File: src/rtl/rf_init_sequencer_if.sv
// Word channel between the init sequencer and the SPI shift stage.
// The master presents word_data/word_valid and the slave answers with word_ready.
`timescale 1ns/1ps
interface rf_init_sequencer_if #(
  parameter int WORD_W = 40
);
  logic [WORD_W-1:0] word_data;
  logic              word_valid;
  logic              word_ready;

  modport master (output word_data, output word_valid, input word_ready);
  modport slave  (input word_data, input word_valid, output word_ready);
endinterface

File: src/rtl/rf_init_sequencer.sv
// RF chip power-up sequencer: holds xreset_n low, waits for the chip to settle,
// then streams the ROM register-write table to the SPI stage one word at a time.
`timescale 1ns/1ps
module rf_init_sequencer #(
  parameter int                NUM_WRITES   = 16,
  parameter int                ADDR_W       = 4,
  parameter int                WORD_W       = 40,
  parameter int                RESET_CYCLES = 2000,
  parameter int                READY_WAIT   = 200,
  parameter logic [WORD_W-1:0] END_MARK     = {WORD_W{1'b1}}
) (
  input  logic              clk,
  input  logic              reset,
  input  logic              start,
  output logic [ADDR_W-1:0] rom_addr,
  input  logic [WORD_W-1:0] rom_data,
  rf_init_sequencer_if.master spi,
  output logic              xreset_n,
  output logic              busy,
  output logic              done
);

  localparam int CNT_MAX = (RESET_CYCLES > READY_WAIT) ? RESET_CYCLES : READY_WAIT;
  localparam int CNT_W   = $clog2(CNT_MAX + 1);

  localparam logic [CNT_W-1:0]  HOLD_LAST = CNT_W'(RESET_CYCLES - 1);
  localparam logic [CNT_W-1:0]  WAIT_LAST = CNT_W'(READY_WAIT - 1);
  localparam logic [ADDR_W-1:0] IDX_LAST  = ADDR_W'(NUM_WRITES - 1);

  typedef enum logic [2:0] {
    RST_HOLD,
    RST_WAIT,
    FETCH,
    LOAD,
    PRESENT,
    DONE
  } state_t;

  state_t            state_reg, state_next;
  logic [CNT_W-1:0]  cnt_reg, cnt_next;
  logic [ADDR_W-1:0] idx_reg, idx_next;
  logic [WORD_W-1:0] word_data_reg, word_data_next;
  logic              word_valid_reg, word_valid_next;
  logic              xreset_n_reg, xreset_n_next;
  logic              busy_reg, busy_next;
  logic              done_reg, done_next;

  always_ff @(posedge clk) begin
    if (reset) begin
      state_reg      <= RST_HOLD;
      cnt_reg        <= '0;
      idx_reg        <= '0;
      word_data_reg  <= '0;
      word_valid_reg <= 1'b0;
      xreset_n_reg   <= 1'b0;
      busy_reg       <= 1'b1;
      done_reg       <= 1'b0;
    end else begin
      state_reg      <= state_next;
      cnt_reg        <= cnt_next;
      idx_reg        <= idx_next;
      word_data_reg  <= word_data_next;
      word_valid_reg <= word_valid_next;
      xreset_n_reg   <= xreset_n_next;
      busy_reg       <= busy_next;
      done_reg       <= done_next;
    end
  end

  always_comb begin
    state_next      = state_reg;
    cnt_next        = cnt_reg;
    idx_next        = idx_reg;
    word_data_next  = word_data_reg;
    word_valid_next = word_valid_reg;
    xreset_n_next   = xreset_n_reg;
    busy_next       = busy_reg;
    done_next       = done_reg;

    unique case (state_reg)
      RST_HOLD: begin
        if (cnt_reg == HOLD_LAST) begin
          state_next    = RST_WAIT;
          cnt_next      = '0;
          xreset_n_next = 1'b1;
        end else begin
          cnt_next = cnt_reg + 1'b1;
        end
      end

      RST_WAIT: begin
        if (cnt_reg == WAIT_LAST) begin
          state_next = FETCH;
          cnt_next   = '0;
        end else begin
          cnt_next = cnt_reg + 1'b1;
        end
      end

      // rom_addr already shows idx_reg; the ROM registers it on this edge.
      FETCH: state_next = LOAD;

      LOAD: begin
        if (rom_data == END_MARK) begin
          state_next = DONE;
          busy_next  = 1'b0;
          done_next  = 1'b1;
        end else begin
          word_data_next  = rom_data;
          word_valid_next = 1'b1;
          state_next      = PRESENT;
        end
      end

      PRESENT: begin
        if (word_valid_reg && spi.word_ready) begin
          word_valid_next = 1'b0;
          // Last entry is found by comparison so the index never wraps.
          if (idx_reg == IDX_LAST) begin
            state_next = DONE;
            busy_next  = 1'b0;
            done_next  = 1'b1;
          end else begin
            idx_next   = idx_reg + 1'b1;
            state_next = FETCH;
          end
        end
      end

      DONE: begin
        word_valid_next = 1'b0;
        if (start) begin
          idx_next      = '0;
          cnt_next      = '0;
          done_next     = 1'b0;
          busy_next     = 1'b1;
          xreset_n_next = 1'b0;
          state_next    = RST_HOLD;
        end
      end

      default: state_next = RST_HOLD;
    endcase
  end

  assign rom_addr       = idx_reg;
  assign spi.word_data  = word_data_reg;
  assign spi.word_valid = word_valid_reg;
  assign xreset_n       = xreset_n_reg;
  assign busy           = busy_reg;
  assign done           = done_reg;

endmodule

File: src/flat_wrapper.sv
// flat-port wrapper written by rule: the top's interface ports become plain ports
module rf_init_sequencer_flat 
#(
  parameter int                NUM_WRITES   = 16,
  parameter int                ADDR_W       = 4,
  parameter int                WORD_W       = 40,
  parameter int                RESET_CYCLES = 2000,
  parameter int                READY_WAIT   = 200,
  parameter logic [WORD_W-1:0] END_MARK     = {WORD_W{1'b1}}
)
  (clk, reset, start, rom_addr, rom_data, xreset_n, busy, done, spi_word_data, spi_word_valid, spi_word_ready);
  rf_init_sequencer_if #(.WORD_W(WORD_W)) spi_i ();
  input  logic clk;
  input  logic reset;
  input  logic start;
  output logic [ADDR_W-1:0] rom_addr;
  input  logic [WORD_W-1:0] rom_data;
  output logic xreset_n;
  output logic busy;
  output logic done;
  output wire logic [$bits(spi_i.word_data)-1:0] spi_word_data;
  output wire logic [$bits(spi_i.word_valid)-1:0] spi_word_valid;
  input wire logic [$bits(spi_i.word_ready)-1:0] spi_word_ready;
  assign spi_word_data = spi_i.word_data;
  assign spi_word_valid = spi_i.word_valid;
  assign spi_i.word_ready = spi_word_ready;
  rf_init_sequencer #(.NUM_WRITES(NUM_WRITES), .ADDR_W(ADDR_W), .WORD_W(WORD_W), .RESET_CYCLES(RESET_CYCLES), .READY_WAIT(READY_WAIT), .END_MARK(END_MARK)) u_core (.clk(clk), .reset(reset), .start(start), .rom_addr(rom_addr), .rom_data(rom_data), .spi(spi_i), .xreset_n(xreset_n), .busy(busy), .done(done));
endmodule
File: config.mk
export PLATFORM = sky130hd
export DESIGN_NAME = rf_init_sequencer_flat
export DESIGN_NICKNAME = d
export VERILOG_FILES = /design/src/rtl/rf_init_sequencer_if.sv /design/src/rtl/rf_init_sequencer.sv /design/src/flat_wrapper.sv
export SDC_FILE = /design/constraint.sdc
export NUM_CORES = 1
export LEC_CHECK = 0
export ABC_AREA = 1
export BUFFER_PORTS_ARGS = -buffer_cell sky130_fd_sc_hd__clkbuf_2
export CAP_MARGIN = 20
export CORE_MARGIN = 2
export CORE_UTILIZATION = 40
export CTS_CLUSTER_DIAMETER = 50
export CTS_CLUSTER_SIZE = 40
export DETAILED_ROUTE_END_ITERATION = 6
export PLACE_DENSITY_LB_ADDON = 0.08
export SKIP_LAST_GASP = 1
export SYNTH_ARGS = -nofsm -noshare
export SYNTH_HDL_FRONTEND = slang
export SYNTH_SLANG_ARGS = --single-unit
File: constraint.sdc
create_clock -name clk -period 4.17 [get_ports clk]
set_clock_uncertainty 0.15 [all_clocks]
set_input_delay 0.2085 -clock clk [delete_from_list [all_inputs] [get_ports clk]]
set_output_delay 0.2085 -clock clk [all_outputs]
set_load 0.005 [all_outputs]
==> run metrics, run 1 <==
status finished, final reports clean; area fraction of the dominant cell type after synthesis 45.4%; total track usage 19.4%; crit path DAT 2.12 ns; Initial Util a little over 40%; drt pass-1 iters 5; peak supply drop 0.136 mV; Hold Path Stages 2; clock insertion delay at the later pin of the skew report ~0.34 ns; Syn Std Cell Area between 2000 and 3000 um2; row count 30; Setup WS post-layout roughly 2.1 ns; Antenna Violating Nets Remaining 0; Max H-tree Level 3; measured slew at the worst slew-check pin around 0.45 ns; Reg power frac between 40% and 50%; Hold Path End u_core.rom_addr[1]; final core utilization a little under three fifths; area post-placement 3240 um2; clock share of power between 40% and 50%; Yosys warnings 0; PD cells around 330 nW/um2; Final Max Slew Viols 0; post-route cell area 3800 um2; pin count of the biggest net entering global routing 44; TNS Setup 0 ns; Num Clock Sinks 62; post-route DRC violation count 0; Via density roughly 4.7; cell taking the most area after synthesis dfxtp_1; Synth Register Bits 62; clock buffer depth 2; Synth async-reset ratio 0%; die area 7520 um2; NetSw 0.000302 W; main area contributors after synthesis dfxtp_1 45%, nor2_1 15%, nand2_1 8.5%; routed wire length 7080 um; grt ovf 0; critical path fanouts, max 28; area growth from synthesis to layout 38.8%; share of cells above drive strength 1 26.4%; DR WL/cell 11.8 um; antenna diode count 0; max_cap viols 0; Hold Crit Start reset; number of flops mapped to enable cells by yosys 0; initial antenna violation count 0; Post-Syn Instances 385; CTS root buf clkbuf_8; internal power 0.000947 W; Initial DRC Count approximately 110; Fin. Hold Viols 0; Worst R2R Setup Slack about 2.3 ns; vias in the first global route 2599; clk slew on worst S/H paths ~0.080 ns; Post-Syn Area per Cell 7.10 um2; FF-to-FF Start u_core.state_reg[2]; Leakage Power between 1.5 and 2 nW; TritonCTS clock tree yes; Die X 86.7 um; Net Count, Synth around 430; Post-synth top flop dfxtp_1; start-to-end type of the worst setup path in2reg; hold_ws approximately 0.002 ns; final setup vio count 0; first-pass GRT wire length about 12000 um; Final Critical Period about 2 ns; Die Height ~87 um; HPWL after DPL 4810 um; number of nets in the layout 559; CTS Buf Count 9; HP Class in2reg; RSZ-0062 raised after global routing no; Seq/Total Area, Yosys 45.4%; R2R cell count 8; Fmax 492 MHz; Tcrit/Tclk final between 40% and 50%; Core Box Area 6720 um2; Switching Share about a quarter; port buffer count 91; Critical Path Sink Type flip-flop; GP Congestion 0.801; via count 2782; dpl ws ~2.3 ns; Worst Path Required 4.26 ns; post-CTS setup buffers 0; boundary pin count 92; Comb power frac between 8 and 9%; post-synthesis cell type count 33; Crit Reg-Reg Endpoint u_core.spi.word_data[10]; Max-slew headroom 70.2%; startpoint types input port; max FFs per register 40
==> worst max-delay path, stage by stage <==
cell and delay, ns:
dlygate4sd3_1 0.54, clkbuf_2 0.11, nand2_1 0.05, nor2_1 0.12, nand2_1 0.07, nor2_1 0.16, nand3_1 0.11, nand2_2 0.07
inv_1 0.17, buf_4 0.29, nor2_1 0.14, nor2_1 0.06
==> timing repair <==
| item | 4_1_cts | 5_1_grt |
|---|---|---|
| resized for setup | 0 | 0 |
| hold buffers | 36 | 0 |
| hold endpoints to repair | 36 | 0 |
==> cells in the final DEF (no fill, tap or decap), types with 2 or more instances in the layout <==
cell type	netlist	routed
a21oi_1	6	6
buf_4	4	3
clkbuf_2	1	91
clkbuf_8	0	10
clkinvlp_4	0	2
dfxtp_1	62	62
dlygate4sd3_1	0	36
ha_1	2	2
inv_1	23	23
inv_2	6	6
nand2_1	62	62
nand2_2	6	6
nand3_1	14	14
nand4_1	4	4
nor2_1	111	111
nor2_2	6	6
nor3_1	6	6
nor3_2	2	2
o21ai_0	44	44
o21ai_1	2	2
xor2_1	4	4
==> per-stage QoR <==
step / power [W] / instances
floorplan: 0.000667 / 385
detailed placement: 0.000701 / 546
CTS: 0.00127 / 598
finish: 0.00125 / 598
global route: 0.00131 / 598
global placement: 0.000701 / 546
==> power by group through the flow <==
stage	logic [W]	clock network [W]	registers, W
2_1_floorplan	0.0000507	0	0.000616
3_3_place_gp	0.0000841	0	0.000617
3_5_place_dp	0.0000838	0	0.000617
4_1_cts	0.000111	0.000551	0.000603
5_1_grt	0.000124	0.000577	0.000604
6_report	0.000110	0.000536	0.000603
==> Yosys cell counts (6+ instances only) <==
cell type and n:
nand3_1 14, inv_1 23, nor2_1 111, nor2_2 6
a21oi_1 6, nand2_2 6, nand2_1 62, dfxtp_1 62
inv_2 6, nor3_1 6, o21ai_0 44
==> routing by layer <==
| layer | global-route usage (%) | vias up | part of all wire [%] |
|---|---|---|---|
| met2 | 30.5 | 67 | 47 |
| li1 | - | 1485 | - |
| met3 | 4.95 | 13 | 4.4 |
| met1 | 25.2 | 1217 | 47 |
| met5 | 0 | - | 0 |
| met4 | 8.38 | 0 | 1.9 |
==> worst max path at each step <==
stage / from / endpoint / cells after the start
2_1_floorplan: u_core.rom_addr[0] / u_core.rom_addr[3] / 7
3_3_place_gp: u_core.cnt_reg[0] / u_core.cnt_reg[10] / 8
3_5_place_dp: u_core.state_reg[2] / u_core.spi.word_data[15] / 8
4_1_cts: rom_data[13] / u_core.spi.word_data[5] / 12
5_1_grt: rom_data[13] / u_core.spi.word_data[5] / 12
6_report: rom_data[15] / u_core.spi.word_data[20] / 12
==> final cells by class <==
cell class	instances	area, um2
fillers	669	2920
multi-input cells	281	1310
flip-flops and latches	62	1240
repair buffers	130	838
clock buffers	11	141
inverters	29	109
well taps	80	100
clock inverters	5	58.8
==> logic make-up (layout without fill, tap and decap cells) <==
logic type | after synthesis | in the layout | synth area share [%]
AND/OR/NAND/NOR | 218 | 218 | 34.7
flip-flops | 62 | 62 | 45.4
buffers and inverters | 42 | 175 | 6.77
AO/OA/AOI/OAI | 57 | 57 | 10.9
adder cells (fa/ha/maj) | 2 | 2 | 0.915
XOR/XNOR | 4 | 4 | 1.28
No activity file was read; power rests on OpenSTA's default activity.
==> inputs of run 2 (changes only) <==
--- a/config.mk
+++ b/config.mk
@@ -5,7 +5,7 @@
 export SDC_FILE = /design/constraint.sdc
 export NUM_CORES = 1
 export LEC_CHECK = 0
-export ABC_AREA = 1
+export ABC_AREA = 0
 export BUFFER_PORTS_ARGS = -buffer_cell sky130_fd_sc_hd__clkbuf_2
 export CAP_MARGIN = 20
 export CORE_MARGIN = 2
==> constraint.sdc (replaced) <==
create_clock -name clk -period 1.65 [get_ports clk]
set_clock_uncertainty 0.15 [all_clocks]
set_input_delay 0.0825 -clock clk [delete_from_list [all_inputs] [get_ports clk]]
set_output_delay 0.0825 -clock clk [all_outputs]
set_load 0.005 [all_outputs]
==> run 2 against run 1 <==
  * The flow now finishes with violations (setup timing)
  * Routed wire length is 4.2% higher
  * Clock power grew to 2.5 times the previous value
  * Non-clock buffer count up 49
  * First-iteration DRC count decreased by 30%
  * Power rose to 2.7 times the previous value
  * Register-to-register slack lost 2.5 ns
  * Largest cell class unchanged
  * Highest routed layer unchanged
==> run metrics, run 2 <==
Worst Path Required 1.78 ns; HPWL after DPL roughly 4600 um; Synth Area in Adders less than 1%; measured slew at the worst slew-check pin around 0.4 ns; Post-Syn Instances 269; TritonCTS clock tree yes; Max H-tree Level 3; RSZ-0062 raised after global routing yes; Synth Register Bits between 60 and 70; Post-Synth Simple-Gate Area roughly a fifth; post-synthesis cell type count 38; multiplexer area fraction after synthesis 15.7%; clk slew on worst S/H paths 0.08 ns; number of flops mapped to enable cells by yosys 0; main area contributors after synthesis dfxtp_1 48%, mux2i_1 16%, nor2_1 8.9%; cell taking the most area after synthesis dfxtp_1; commonest cells after routing, fill and taps aside 91 x clkbuf_2, 58 x dfxtp_1, 56 x nor2_1; hold_ws 0.000286 ns; clock insertion delay at the later pin of the skew report 0.34 ns; PD cells around 800 nW/um2; post-route DRC violation count 0; number of nets in the layout between 400 and 500; Max-slew headroom 73.2%; R2R cell count 6; share of cells above drive strength 1 between 40% and 50%; largest family of logic cells by synthesized area simple AND/OR/NAND/NOR gates; Yosys warnings 0; Compound-Gate Fraction of Synth Area 6.86%; total track usage 19.5%; HP Class in2reg; post-route cell area between 4000 and 5000 um2; Die X 84.8 um; antenna diode count 0; port buffer count 91; Post-Synth XOR/XNOR Area 4.36%; boundary pin count between 90 and 100; Fmax ~560 MHz; CTS root buf clkbuf_8; crit path DAT 1.93 ns; Fin. Hold Viols 0; Post-synth top flop dfxtp_1; Initial Util 41.3%; start-to-end type of the worst setup path reg2reg; max_cap viols 0; Hold Path Stages 3; DR WL/cell 14.0 um; failing checks setup timing; row count 29; Post-Syn Area per Cell 9.70 um2; routed wire length 7380 um; Setup WS post-layout -0.150 ns; startpoint types flip-flop; first-pass GRT wire length 11200 um; Die Height around 85 um; Num Clock Sinks 62; Syn Std Cell Area 2610 um2; Seq/Total Area, Yosys 47.6%; dpl ws -0.129 ns; CTS Buf Count 9; pin count of the biggest net entering global routing 22; Final Max Slew Viols 0; Tcrit/Tclk final 109%; Tot Pwr between 0.003 and 0.004 W; Net Count, Synth 315; area post-placement about 3400 um2; Core Box Area 6310 um2; Antenna Violating Nets Remaining 0; clock buffer depth 2; grt ovf 0; max FFs per register 40; Initial DRC Count 78; drt pass-1 iters 4; leading cell type in the layout, fill and taps excluded clkbuf_2; Leakage Power 1.80 nW; area fraction of the dominant cell type after synthesis 47.6%; Synth async-reset ratio 0%; final setup vio count 16; vias in the first global route 2492; status finished with violations; Final Critical Period ~1.8 ns; area growth from synthesis to layout 63.1%; critical path fanouts, max 3; top post-synthesis cells by count 62 x dfxtp_1, 62 x nor2_1, 41 x mux2i_1, 14 x nand4_1, 8 x nand2_1; Critical Path Sink Type flip-flop; GP Congestion 0.765; die area 7190 um2; peak supply drop 0.585 mV; initial antenna violation count 0; final core utilization 67.4%; Via density 4.90; via count 2587
[run 2: changes by cell type after synthesis, sizes merged, moves of 6 or more]
cell,previous run,this run
nor3,9,2
nor2,118,62
mux2i,0,41
nand4,4,14
o21ai,46,5
nand3,15,7
xnor2,0,6
nand2,69,8
inv,29,2
[run 2: stage by stage]
step | setup TNS, ns | cells
3_3_place_gp | -1.62 | 459
4_1_cts | -1.27 | 517
3_5_place_dp | -4.54 | 459
6_report | -1.67 | 528
2_1_floorplan | -0.665 | 269
5_1_grt | -4.35 | 528
[run 2: worst paths after layout]
kind,from,endpoint,slack (ns)
setup / recovery,u_core.cnt_reg[3],u_core.state_reg[0],-0.15
hold reg to reg,u_core.done,u_core.done,0.30
setup reg to reg,u_core.cnt_reg[3],u_core.state_reg[0],-0.15
hold / removal,start,u_core.rom_addr[0],0.0003
[run 2: layer usage]
| layer | global-route usage, % | part of all wire, % |
|---|---|---|
| met1 | 24.7 | 46 |
| met2 | 31.2 | 47 |
| met3 | 5.80 | 5.5 |
| met4 | 7.79 | 1.2 |
| met5 | 0 | 0 |
[run 2: critical path, stage by stage, from the launching register on]
cell     delay [ns]
dfxtp_2        0.32
or4_4          0.54
o31ai_4        0.20
buf_4          0.15
nand3_4        0.08
nor2_2         0.14
a32o_1         0.18
[run 2: layout make-up]
type                            count  area (um2)
Clock buffer                        9         124
Clock inverter                      7        75.1
Fill cell                         526        2060
Inverter                            2        7.51
Multi-Input combinational cell    192        1370
Sequential cell                    62        1250
Tap cell                           77        96.3
Timing Repair Buffer              179        1340
[run 2: power breakdown]
part	total (W)	switching [W]	leakage (nW)	internal [W]
clock	0.00135	0.000647	0.0914	0.000699
sequential	0.00155	0.0000250	0.502	0.00152
combinational	0.000440	0.000191	1.20	0.000250
total	0.00333	0.000862	1.80	0.00247
[run 2: cell families after synthesis]
family | count (synthesis)
and+or+nand+nor | 111
DFF | 62
muxes | 41
AOI/OAI and AO/OA | 25
buffers and inverters | 15
xor gates and xnor gates | 13
adders and majority gates | 2
[run 2: timing repair]
item / in CTS / in global routing
hold buffers: 41 / 0
hold endpoints to repair: 41 / 0
cloned: 0 / 6
endpoints found under the setup margin: 55 / 59
buffers inserted: 1 / 5
pin swaps: 1 / 10
resized for setup: 5 / 24
